$ cat src/rtl/alu_share_arbiter_pkg.sv
// Shared encodings for the shared-ALU arbiter: FSM states, ALU_Control codes
// and the trace tap record.
package alu_share_arbiter_pkg;

    typedef enum logic [1:0] {
        IDLE = 2'd0,
        EXEC = 2'd1,
        RESP = 2'd2
    } state_t;

    // Low three bits follow funct3; bits [5:3] select the class (010 = branch compare)
    localparam logic [5:0] ALU_ADD  = 6'b000_000;
    localparam logic [5:0] ALU_SLL  = 6'b000_001;
    localparam logic [5:0] ALU_SLT  = 6'b000_010;
    localparam logic [5:0] ALU_SLTU = 6'b000_011;
    localparam logic [5:0] ALU_XOR  = 6'b000_100;
    localparam logic [5:0] ALU_SRL  = 6'b000_101;
    localparam logic [5:0] ALU_OR   = 6'b000_110;
    localparam logic [5:0] ALU_AND  = 6'b000_111;
    localparam logic [5:0] ALU_SUB  = 6'b001_000;
    localparam logic [5:0] ALU_SRA  = 6'b001_101;
    localparam logic [5:0] ALU_BEQ  = 6'b010_000;
    localparam logic [5:0] ALU_BNE  = 6'b010_001;
    localparam logic [5:0] ALU_BLT  = 6'b010_100;
    localparam logic [5:0] ALU_BGE  = 6'b010_101;
    localparam logic [5:0] ALU_BLTU = 6'b010_110;
    localparam logic [5:0] ALU_BGEU = 6'b010_111;

    localparam logic [2:0] CLASS_BRANCH = 3'b010;

    typedef struct packed {
        logic        en;
        logic [31:0] cycle;
        logic [7:0]  core;
        state_t      state;
        logic        grant;
        logic [5:0]  ctrl;
    } trace_t;

    function automatic logic is_branch(input logic [5:0] ctrl);
        return ctrl[5:3] == CLASS_BRANCH;
    endfunction

endpackage

$ cat src/rtl/alu_share_arbiter_if.sv
// Two valid/ready request channels plus one tagged response channel.
interface alu_share_arbiter_if #(
    parameter int DATA_WIDTH = 32
);
    logic                  req0_valid;
    logic                  req0_ready;
    logic [5:0]            req0_ctrl;
    logic [DATA_WIDTH-1:0] req0_a;
    logic [DATA_WIDTH-1:0] req0_b;
    logic                  req1_valid;
    logic                  req1_ready;
    logic [5:0]            req1_ctrl;
    logic [DATA_WIDTH-1:0] req1_a;
    logic [DATA_WIDTH-1:0] req1_b;
    logic                  resp_valid;
    logic                  resp_id;
    logic                  resp_ready;
    logic [DATA_WIDTH-1:0] resp_result;
    logic                  resp_zero;
    logic                  resp_branch;

    modport master (
        output req0_valid, req0_ctrl, req0_a, req0_b,
        output req1_valid, req1_ctrl, req1_a, req1_b,
        output resp_ready,
        input  req0_ready, req1_ready,
        input  resp_valid, resp_id, resp_result, resp_zero, resp_branch
    );

    modport slave (
        input  req0_valid, req0_ctrl, req0_a, req0_b,
        input  req1_valid, req1_ctrl, req1_a, req1_b,
        input  resp_ready,
        output req0_ready, req1_ready,
        output resp_valid, resp_id, resp_result, resp_zero, resp_branch
    );
endinterface

$ cat src/rtl/alu_share_arbiter_alu.sv
// Combinational ALU decoding 6-bit ALU_Control codes; branch compares yield 0/1.
module alu_share_arbiter_alu
    import alu_share_arbiter_pkg::*;
#(
    parameter int DATA_WIDTH = 32
) (
    input  logic [5:0]            ctrl_i,
    input  logic [DATA_WIDTH-1:0] a_i,
    input  logic [DATA_WIDTH-1:0] b_i,
    output logic [DATA_WIDTH-1:0] result_o,
    output logic                  zero_o,
    output logic                  branch_o
);
    localparam int SHW = $clog2(DATA_WIDTH);

    logic [SHW-1:0] shamt;
    logic           lt_s;
    logic           lt_u;

    assign shamt = b_i[SHW-1:0];
    assign lt_s  = $signed(a_i) < $signed(b_i);
    assign lt_u  = a_i < b_i;

    always_comb begin
        result_o = '0;
        case (ctrl_i)
            ALU_ADD:  result_o = a_i + b_i;
            ALU_SUB:  result_o = a_i - b_i;
            ALU_SLL:  result_o = a_i << shamt;
            ALU_SRL:  result_o = a_i >> shamt;
            ALU_SRA:  result_o = $signed(a_i) >>> shamt;
            ALU_SLT:  result_o = {{(DATA_WIDTH-1){1'b0}}, lt_s};
            ALU_SLTU: result_o = {{(DATA_WIDTH-1){1'b0}}, lt_u};
            ALU_XOR:  result_o = a_i ^ b_i;
            ALU_OR:   result_o = a_i | b_i;
            ALU_AND:  result_o = a_i & b_i;
            ALU_BEQ:  result_o = {{(DATA_WIDTH-1){1'b0}}, a_i == b_i};
            ALU_BNE:  result_o = {{(DATA_WIDTH-1){1'b0}}, a_i != b_i};
            ALU_BLT:  result_o = {{(DATA_WIDTH-1){1'b0}}, lt_s};
            ALU_BGE:  result_o = {{(DATA_WIDTH-1){1'b0}}, !lt_s};
            ALU_BLTU: result_o = {{(DATA_WIDTH-1){1'b0}}, lt_u};
            ALU_BGEU: result_o = {{(DATA_WIDTH-1){1'b0}}, !lt_u};
            default:  result_o = '0;
        endcase
    end

    assign zero_o   = result_o == '0;
    assign branch_o = is_branch(ctrl_i) && (result_o == DATA_WIDTH'(1));

endmodule

$ cat src/rtl/alu_share_arbiter.sv
// Round-robin share of one ALU between two requesters; one op in flight,
// registered tagged response held until the owner takes it.
module alu_share_arbiter
    import alu_share_arbiter_pkg::*;
#(
    parameter int CORE       = 0,
    parameter int DATA_WIDTH = 32
) (
    input  logic                 clock,
    input  logic                 reset,
    alu_share_arbiter_if.slave   bus,
    output logic                 busy,
    input  logic                 report,
    output trace_t               trace_o
);
    state_t                state_q, state_d;
    logic                  last_grant_q;
    logic                  lat_id_q;
    logic [5:0]            ctrl_q;
    logic [DATA_WIDTH-1:0] a_q, b_q;
    logic                  resp_valid_q, resp_id_q, zero_q, branch_q;
    logic [DATA_WIDTH-1:0] result_q;
    logic [31:0]           cyc_q;

    logic                  grant, ready0, ready1, accept;
    logic [DATA_WIDTH-1:0] alu_res;
    logic                  alu_zero, alu_branch;

    // On a tie the requester that did not win last time goes first
    always_comb begin
        grant = bus.req1_valid;
        if (bus.req0_valid && bus.req1_valid)
            grant = !last_grant_q;
    end

    assign ready0 = (state_q == IDLE) && !grant && bus.req0_valid;
    assign ready1 = (state_q == IDLE) &&  grant && bus.req1_valid;
    assign accept = ready0 || ready1;

    always_ff @(posedge clock or negedge reset) begin
        if (!reset) state_q <= IDLE;
        else        state_q <= state_d;
    end

    always_comb begin
        state_d = state_q;
        case (state_q)
            IDLE:    if (accept) state_d = EXEC;
            EXEC:    state_d = RESP;
            RESP:    if (bus.resp_ready) state_d = IDLE;
            default: state_d = IDLE;
        endcase
    end

    always_ff @(posedge clock or negedge reset) begin
        if (!reset) begin
            last_grant_q <= 1'b1;
            lat_id_q     <= 1'b0;
            ctrl_q       <= '0;
            a_q          <= '0;
            b_q          <= '0;
            resp_valid_q <= 1'b0;
            resp_id_q    <= 1'b0;
            result_q     <= '0;
            zero_q       <= 1'b0;
            branch_q     <= 1'b0;
            cyc_q        <= '0;
        end else begin
            cyc_q <= cyc_q + 32'd1;
            case (state_q)
                IDLE: if (accept) begin
                    ctrl_q       <= grant ? bus.req1_ctrl : bus.req0_ctrl;
                    a_q          <= grant ? bus.req1_a    : bus.req0_a;
                    b_q          <= grant ? bus.req1_b    : bus.req0_b;
                    lat_id_q     <= grant;
                    last_grant_q <= grant;
                end
                EXEC: begin
                    result_q     <= alu_res;
                    zero_q       <= alu_zero;
                    branch_q     <= alu_branch;
                    resp_id_q    <= lat_id_q;
                    resp_valid_q <= 1'b1;
                end
                RESP: if (bus.resp_ready) resp_valid_q <= 1'b0;
                default: ;
            endcase
        end
    end

    alu_share_arbiter_alu #(.DATA_WIDTH(DATA_WIDTH)) u_alu (
        .ctrl_i   (ctrl_q),
        .a_i      (a_q),
        .b_i      (b_q),
        .result_o (alu_res),
        .zero_o   (alu_zero),
        .branch_o (alu_branch)
    );

    assign bus.req0_ready  = ready0;
    assign bus.req1_ready  = ready1;
    assign bus.resp_valid  = resp_valid_q;
    assign bus.resp_id     = resp_id_q;
    assign bus.resp_result = result_q;
    assign bus.resp_zero   = zero_q;
    assign bus.resp_branch = branch_q;
    assign busy            = state_q != IDLE;

    // Trace tap: the consumer prints a line whenever en is set
    always_comb begin
        trace_o       = '0;
        trace_o.en    = report;
        trace_o.cycle = cyc_q;
        trace_o.core  = 8'(CORE);
        trace_o.state = state_q;
        trace_o.grant = grant;
        trace_o.ctrl  = ctrl_q;
    end

endmodule

$ cat src/flat_wrapper.sv
// flat-port wrapper written by rule: the top's interface ports become plain ports
module alu_share_arbiter_flat import alu_share_arbiter_pkg::*;
#(
    parameter int CORE       = 0,
    parameter int DATA_WIDTH = 32
)
  (clock, reset, busy, report, trace_o, bus_req0_valid, bus_req0_ctrl, bus_req0_a, bus_req0_b, bus_req1_valid, bus_req1_ctrl, bus_req1_a, bus_req1_b, bus_resp_ready, bus_req0_ready, bus_req1_ready, bus_resp_valid, bus_resp_id, bus_resp_result, bus_resp_zero, bus_resp_branch);
  alu_share_arbiter_if #(.DATA_WIDTH(DATA_WIDTH)) bus_i ();
  input  logic clock;
  input  logic reset;
  output logic busy;
  input  logic report;
  output trace_t trace_o;
  input wire logic [$bits(bus_i.req0_valid)-1:0] bus_req0_valid;
  input wire logic [$bits(bus_i.req0_ctrl)-1:0] bus_req0_ctrl;
  input wire logic [$bits(bus_i.req0_a)-1:0] bus_req0_a;
  input wire logic [$bits(bus_i.req0_b)-1:0] bus_req0_b;
  input wire logic [$bits(bus_i.req1_valid)-1:0] bus_req1_valid;
  input wire logic [$bits(bus_i.req1_ctrl)-1:0] bus_req1_ctrl;
  input wire logic [$bits(bus_i.req1_a)-1:0] bus_req1_a;
  input wire logic [$bits(bus_i.req1_b)-1:0] bus_req1_b;
  input wire logic [$bits(bus_i.resp_ready)-1:0] bus_resp_ready;
  output wire logic [$bits(bus_i.req0_ready)-1:0] bus_req0_ready;
  output wire logic [$bits(bus_i.req1_ready)-1:0] bus_req1_ready;
  output wire logic [$bits(bus_i.resp_valid)-1:0] bus_resp_valid;
  output wire logic [$bits(bus_i.resp_id)-1:0] bus_resp_id;
  output wire logic [$bits(bus_i.resp_result)-1:0] bus_resp_result;
  output wire logic [$bits(bus_i.resp_zero)-1:0] bus_resp_zero;
  output wire logic [$bits(bus_i.resp_branch)-1:0] bus_resp_branch;
  assign bus_i.req0_valid = bus_req0_valid;
  assign bus_i.req0_ctrl = bus_req0_ctrl;
  assign bus_i.req0_a = bus_req0_a;
  assign bus_i.req0_b = bus_req0_b;
  assign bus_i.req1_valid = bus_req1_valid;
  assign bus_i.req1_ctrl = bus_req1_ctrl;
  assign bus_i.req1_a = bus_req1_a;
  assign bus_i.req1_b = bus_req1_b;
  assign bus_i.resp_ready = bus_resp_ready;
  assign bus_req0_ready = bus_i.req0_ready;
  assign bus_req1_ready = bus_i.req1_ready;
  assign bus_resp_valid = bus_i.resp_valid;
  assign bus_resp_id = bus_i.resp_id;
  assign bus_resp_result = bus_i.resp_result;
  assign bus_resp_zero = bus_i.resp_zero;
  assign bus_resp_branch = bus_i.resp_branch;
  alu_share_arbiter #(.CORE(CORE), .DATA_WIDTH(DATA_WIDTH)) u_core (.clock(clock), .reset(reset), .bus(bus_i), .busy(busy), .report(report), .trace_o(trace_o));
endmodule
$ cat config.mk
export PLATFORM = sky130hd
export DESIGN_NAME = alu_share_arbiter_flat
export DESIGN_NICKNAME = d
export VERILOG_FILES = /design/src/rtl/alu_share_arbiter_pkg.sv /design/src/rtl/alu_share_arbiter_if.sv /design/src/rtl/alu_share_arbiter_alu.sv /design/src/rtl/alu_share_arbiter.sv /design/src/flat_wrapper.sv
export SDC_FILE = /design/constraint.sdc
export NUM_CORES = 1
export LEC_CHECK = 0
export ABC_AREA = 1
export CAP_MARGIN = 30
export CORE_ASPECT_RATIO = 1.75
export CORE_MARGIN = 2
export CORE_UTILIZATION = 60
export CTS_CLUSTER_SIZE = 10
export DETAILED_ROUTE_END_ITERATION = 7
export DONT_BUFFER_PORTS = 1
export HOLD_SLACK_MARGIN = 0.05
export PLACE_DENSITY = 0.76
export SYNTH_ARGS = -nofsm -noshare
export SYNTH_HDL_FRONTEND = slang
export SYNTH_SLANG_ARGS = --single-unit
$ cat constraint.sdc
create_clock -name clock -period 6.6 [get_ports clock]
set_clock_uncertainty 0.1 [all_clocks]
set_input_delay 1.65 -clock clock [delete_from_list [all_inputs] [get_ports clock]]
set_output_delay 1.65 -clock clock [all_outputs]
set_load 0.05 [all_outputs]
==> metrics.txt, run 1 <==
yosys warns 0; status stopped before the end; H-tree levels 4; Syn Inst Count 2953; Distinct cells, synth 48; Sink Count 142; Seq cells post-synth 142; DIE WIDTH 131 um; grt ovf 2; port bufs 0; Synth Cell Area 0.0168 mm2; clk root buf clkbuf_16; DPL Wire Length 58.8 mm; register area share after synthesis 0.212; Inserted Clock Buffers 17; Clock Tree Buf Depth 2; Setup Buffers After CTS 0; ys flop type dfrtp_1; ys async rst share 1.00; largest net degree at the start of global routing 143; IO Pins 235; top cells by area, synth nand2_1 23%, dfrtp_1 21%, nand3_1 13%, ha_1 8.3%, inv_1 7.8%; Post-synth EDFFs 0; Halt Stage global routing (5_1_grt); first-pass GRT wire length 119 mm; Tot GR Track Use 0.541; number of global-route vias before repair 20900; Row Count 81; Avg Cell Area, Syn 5.69 um2; final RePlAce weighted congestion 1.16; Synth area leader nand2_1; Die Y 225 um; Post-CTS Hold Buffers 0; tool error [ERROR GRT-0116] Global routing finished with congestion. Check the congestion regions in the DRC Viewer.; Yosys top cell area share 0.230; Gates resized, CTS repair 0; starting density of the core 0.605
[cells in the mapped netlist, drive strengths merged, types with 9 or more instances]
master,instances
xor2,24
o21ai,80
nand4,45
clkbuf,59
nor3,22
nor2,320
nand2,1036
nand3,453
a31oi,74
ha,111
buf,83
a21oi,76
o22ai,9
o21bai,10
o211ai,11
dfrtp,141
inv,357
[layer usage]
metal  track usage  overflow
met3         0.192         0
met1         0.540         0
met2         0.829         1
met4         0.566         1
met5             0         0
[logic make-up after synthesis]
group,share of synthesized area
AO/OA/AOI/OAI,0.0931
XOR/XNOR,0.0162
buffers and inverters,0.120
flip-flops,0.212
AND/OR/NAND/NOR,0.474
other,0.000223
adder cells (fa/ha/maj),0.0850
[metrics by stage]
| step | hold WS [ns] | utilization | setup WS [ns] | instances | instance area (um2) |
|---|---|---|---|---|---|
| 4_1_cts | 0.381 | 0.627 | 1.96 | 3243 | 17400 |
| 3_5_place_dp | 0.371 | 0.605 | 1.82 | 3211 | 16800 |
| 3_3_place_gp | 0.356 | 0.605 | 1.97 | 3211 | 16800 |
| 2_1_floorplan | 0.347 | - | 2.21 | 2960 | 16800 |
==> run 2: changes to the inputs <==
CORE_ASPECT_RATIO = unset   (was 1.75)
CORE_UTILIZATION = 40   (was 60)
CTS_CLUSTER_SIZE = unset   (was 10)
HOLD_SLACK_MARGIN = unset   (was 0.05)
PLACE_DENSITY = unset   (was 0.76)
PLACE_DENSITY_LB_ADDON = 0.15   (was unset)
==> run 2 against run 1 <==
  * The run now ends clean
  * Synthesized cell count stayed put
  * Synthesized area unchanged
==> metrics.txt, run 2 <==
Internal Power 4.05 mW; Post-Route WL 84.3 mm; grt ovf 0; Final Power 11.9 mW; Placeable Area 0.0417 mm2; WL per Instance 24.7 um; DIE WIDTH 209 um; Sw Pwr 7.89 mW; Gates resized, CTS repair 0; port bufs 0; clk_lat worst skew 0.47 ns; first-pass GRT wire length 123 mm; clk root buf clkbuf_16; register area share after synthesis 0.212; RSZ-0062 raised after global routing no; cell area after layout 0.0176 mm2; final hold violations 0; cell count after placement 3380; Simple-Gate Fraction of Synth Area 0.474; Post-synth EDFFs 0; top achievable clock speed 0.221 GHz; Inserted Clock Buffers 17; Synth area leader nand2_1; worst reg2reg path depth 17; TritonCTS clock tree done; Final Max Tran Viols 0; cell area power density 678 mW/mm2; final worst-path cycle share 0.687; relative slew slack 0.349; Worst Setup SP u_core.state_q[1]; VDD IR max 0.000377 V; CP endpoint bus_req1_ready; met2 wire len 34.9 mm; Row Count 75; Synth Cell Area 0.0168 mm2; yosys warns 0; Clk pin slew, worst setup/hold paths 0.07 ns; Post-DRT Antenna Nets 0; Max Used Layer met5; final setup TNS 0 ns; Worst Setup End Kind primary output; starting density of the core 0.403; Startpoint Class flop; compound-gate portion of the synthesized area 0.0931; area occupied by multi-input gates 0.0113 mm2; first-pass iteration count of the detailed router 6; WL met1 35.9 mm; power share of the clock group 0.083; main combinational cell family by area after synthesis simple AND/OR/NAND/NOR gates; top cells by area, synth nand2_1 23%, dfrtp_1 21%, nand3_1 13%, ha_1 8.3%, inv_1 7.8%; Clock Tree Buf Depth 2; Distinct cells, synth 48; Seq cells post-synth 142; critical path class flop to primary output; Die Y 209 um; Die ar. 0.0437 mm2; share of layout cells above drive strength 1 0.0334; Tot GR Track Use 0.383; Area Overhead vs Synth 4.84%; final setup violation count 0; leading cell types by count after synthesis 1032 x nand2_1, 449 x nand3_1, 349 x inv_1; critical path data required time 4.85 ns; number of DRC markers in iteration 0 2799; Setup Buffers After CTS 0; Post-CTS Hold Buffers 0; Worst-Margin Slew 0.967 ns; vias per cell 5.81; Sink Count 142; MaxCap Viol Count 0; Filler cells 4735; Syn Inst Count 2953; ys flop type dfrtp_1; XOR/XNOR Fraction of Synth Area 0.0162; commonest cells after routing, fill and taps aside 1030 x nand2_1, 449 x nand3_1, 347 x inv_1; fin crit period 4.53 ns; WP data arrival 2.78 ns; post-synthesis mux area share 0; status finished, final reports clean; vias 19800; wire length on met3 9.16 mm; RR Startpoint u_core.a_q[11]; sequential cell area 0.00356 mm2; Final Non-Filler Cells 3412; Comb power frac 0.729; diode count 0; final RePlAce weighted congestion 1.05; Lkg Pwr 9.58 nW; Synth Area in Adders 0.0850; Placed Area 0.0170 mm2; Flop pwr share 0.188; Yosys top cell area share 0.230; R2R Setup Slk 2.42 ns; nets@finish 3119; crit path max fanout 5; DPL Wire Length 68.8 mm; R2R Path End u_core.bus.resp_zero; most common cell in the synthesized netlist nand2_1; Sw Ratio 0.661; initial antenna violation count 1; largest net degree at the start of global routing 143; number of global-route vias before repair 18700; Avg Cell Area, Syn 5.69 um2; commonest non-fill, non-tap cell in the layout nand2_1; H-tree levels 4; Worst Hold Class flop to flop; drt drc 0; IO Pins 235; ys async rst share 1.00
-- run 2: cell counts after synthesis --
Identical to the previous run, type by type.
-- run 2: worst min path at each step --
stage,from,end,slack [ns],cells past startpoint
2_1_floorplan,u_core.last_grant_q,u_core.last_grant_q,0.35,2
3_3_place_gp,u_core.last_grant_q,u_core.last_grant_q,0.37,2
3_5_place_dp,u_core.last_grant_q,u_core.last_grant_q,0.37,2
4_1_cts,u_core.last_grant_q,u_core.last_grant_q,0.38,2
5_1_grt,u_core.last_grant_q,u_core.last_grant_q,0.40,2
6_report,u_core.last_grant_q,u_core.last_grant_q,0.39,2
-- run 2: layer usage --
metal | up-vias | GRT usage
li1 | 9257 | -
met1 | 9251 | 0.531
met2 | 1154 | 0.560
met3 | 168 | 0.0867
met4 | 2 | 0.186
met5 | - | 0
-- run 2: final cells by class --
type	count	share of cell area
multi-input combinational	2319	0.640
sequential	142	0.202
inverter	357	0.0761
tap	539	0.0383
clock buffer	18	0.0249
timing repair buffer	23	0.00980
clock inverter	14	0.00902
-- run 2: power by group through the flow --
| stage | Combinational [mW] | Sequential, mW | Clock [mW] |
|---|---|---|---|
| final | 8.70 | 2.24 | 0.993 |
| after global routing | 9.53 | 2.25 | 1.05 |
| after CTS | 8.43 | 2.21 | 1.01 |
| after detailed placement | 8.41 | 2.23 | 0 |
| after global placement | 8.42 | 2.21 | 0 |
| after floorplan | 5.82 | 1.87 | 0 |
-- run 2: worst max-delay path: stages (launching register included) --
cell     delay [ns]
dfrtp_1        0.70
nor2_1         0.47
inv_1          0.33
nor2_1         0.82
-- run 2: kinds of logic after synthesis --
family | after synthesis
xor+xnor | 31
flops | 142
compound gates | 273
simple gates | 1894
other cells | 1
fa+ha+maj | 113
buf+inv | 499
-- run 2: through the flow --
step | worst slack, ns | utilization | hold slack (ns)
finish | 2.07 | 0.423 | 0.389
floorplan | 2.21 | - | 0.347
CTS | 2.09 | 0.423 | 0.378
global placement | 2.34 | 0.409 | 0.372
detailed placement | 2.25 | 0.409 | 0.370
global route | 1.97 | 0.423 | 0.399
(Power assumes the default switching activity.)
==> run 3: changes to the inputs <==
ABC_AREA = 0   (was 1)
clock period = 4.75 ns   (was 6.6 ns; I/O delays follow)
==> run 3 against run 2 <==
  * Non-clock buffer count rose by 135
  * Hold slack got worse by 0.12 ns
  * Global-route usage fell by 0.43 points
  * Final cell count fell by 22%
  * Register-to-register slack got worse by 2.3 ns
  * Sequential cell count did not move
  * Synthesized cell count fell by 29%
  * Routed wire length fell by 0.74%
  * Critical path depth rose by 9
  * Die area fell by 0.16%
  * Setup slack got worse by 2.0 ns
  * Critical path type is now flop to flop
  * Critical endpoint is now u_core.bus.resp_zero
  * Largest cell class unchanged
  * Highest routed layer unchanged
==> metrics.txt, run 3 <==
status finished, final reports clean; critical-path cell list buf_4 -> nor2_1 -> and2_1 -> a221oi_1 -> o311ai_0 -> a2111oi_0 -> buf_4 -> and4_1 -> and4_1 -> nand4_1 -> nor4_2 -> a32o_2; RSZ-0062 raised after global routing no; critical path class flop to flop; clk_lat worst skew 0.51 ns; top achievable clock speed 0.216 GHz; final hold violations 0; final RePlAce weighted congestion 1.14; Die Y 209 um; Clock Tree Buf Depth 2; DIE WIDTH 209 um; fin crit period 4.64 ns; Clk pin slew, worst setup/hold paths 0.10 ns; cell area after layout 0.0184 mm2; WL met1 34.4 mm; Startpoint Class flop; relative slew slack 0.350; register area share after synthesis 0.212; cell count after placement 2625; share of layout cells above drive strength 1 0.147; Yosys top cell area share 0.210; IO Pins 235; Area Overhead vs Synth 9.84%; ys async rst share 1.00; Placed Area 0.0178 mm2; WL per Instance 31.5 um; most common cell in the synthesized netlist nor2_1; Post-CTS Hold Buffers 0; R2R Setup Slk 0.11 ns; number of DRC markers in iteration 0 1824; Place WS 0.201 ns; Worst Setup End Kind flop; worst reg2reg path depth 12; wire length on met3 6.94 mm; clk root buf clkbuf_16; drt drc 0; Avg Cell Area, Syn 7.96 um2; ys flop type dfrtp_1; port bufs 0; Synth area leader dfrtp_1; Syn Inst Count 2107; Worst-Margin Slew 0.966 ns; commonest non-fill, non-tap cell in the layout nor2_1; commonest cells after routing, fill and taps aside 219 x nor2_1, 197 x a21oi_1, 188 x nand2_1; yosys warns 0; Post-synth EDFFs 0; top cells by area, synth dfrtp_1 21%, mux2i_1 9.0%, ha_1 8.3%, a21oi_1 5.9%, nor2_1 4.9%; critical path data required time 5.07 ns; Stages on worst setup path 12; Slowest-stage cell, CP dfrtp_1; Distinct cells, synth 99; Post-DRT Antenna Nets 0; Largest stage delay, worst path 0.71 ns; Buf/Inv on CP 2; grt ovf 0; initial antenna violation count 4; crit path max fanout 14; Max Used Layer met5; Synth Cell Area 0.0168 mm2; Seq cells post-synth 142; final setup violation count 0; final worst-path cycle share 0.977; largest net degree at the start of global routing 143; first-pass iteration count of the detailed router 5; leading cell types by count after synthesis 220 x nor2_1, 198 x a21oi_1, 188 x nand2_1; post-route setup slack 0.111 ns; MaxCap Viol Count 0; Post-Route WL 83.7 mm; Final Non-Filler Cells 2658; vias 17700; starting density of the core 0.403; TritonCTS clock tree done; Final Max Tran Viols 0; met2 wire len 37.9 mm; DPL Wire Length 65.9 mm; Row Count 75; Tot GR Track Use 0.379; Die ar. 0.0436 mm2; vias per cell 6.67; first-pass GRT wire length 120 mm; final setup TNS 0 ns; nets@finish 2364; Placeable Area 0.0417 mm2; number of global-route vias before repair 16800; Sink Count 142; Inserted Clock Buffers 17; H-tree levels 4; RR Startpoint u_core.ctrl_q[0]; WP data arrival 4.96 ns; Worst path top cell family by delay compound AO/OA/AOI/OAI gates; Worst Hold Class input pin to asynchronous set/reset pin; R2R Path End u_core.bus.resp_zero
-- run 3: worst max path at each step --
stage | start | end | slack [ns]
CTS | u_core.b_q[9] | u_core.bus.resp_zero | 0.15
detailed placement | u_core.b_q[9] | u_core.bus.resp_zero | 0.20
global route | u_core.b_q[0] | u_core.bus.resp_zero | 0.05
floorplan | u_core.b_q[3] | u_core.bus.resp_zero | 0.59
finish | u_core.ctrl_q[0] | u_core.bus.resp_zero | 0.11
global placement | u_core.b_q[0] | u_core.bus.resp_zero | 0.23
-- run 3: final cells by class --
type,instances,area (um2)
Antenna cell,1,2.50
Clock buffer,18,439
Clock inverter,14,143
Fill cell,4236,23200
Inverter,98,368
Multi-Input combinational cell,1688,12000
Sequential cell,142,3560
Tap cell,539,674
Timing Repair Buffer,158,1260
-- run 3: cell families after synthesis --
group	synth area share
simple gates	0.184
xor+xnor	0.0219
other cells	0.000223
compound gates	0.259
mux	0.158
flops	0.212
fa+ha+maj	0.0852
buf+inv	0.0798
-- run 3: metrics by stage --
stage | hold slack [ns] | utilization
detailed placement | 0.416 | 0.427
global placement | 0.410 | 0.427
floorplan | 0.339 | -
finish | 0.271 | 0.442
global route | 0.247 | 0.442
CTS | 0.241 | 0.441
-- run 3: per-layer routing --
layer	track usage	vias to the layer above
met2	0.599	1009
met4	0.188	2
li1	-	7737
met1	0.489	8745
met5	0	-
met3	0.0821	225
-- run 3: timing repair --
item / CTS / global route
buffers inserted: 0 / 0
gates resized for setup: 0 / 11
setup endpoints to repair: 0 / 1
Power of run 3 is left out: the tool's default activity adds up to more than one toggle a clock period on the data nets, which glitch-free logic cannot reach.
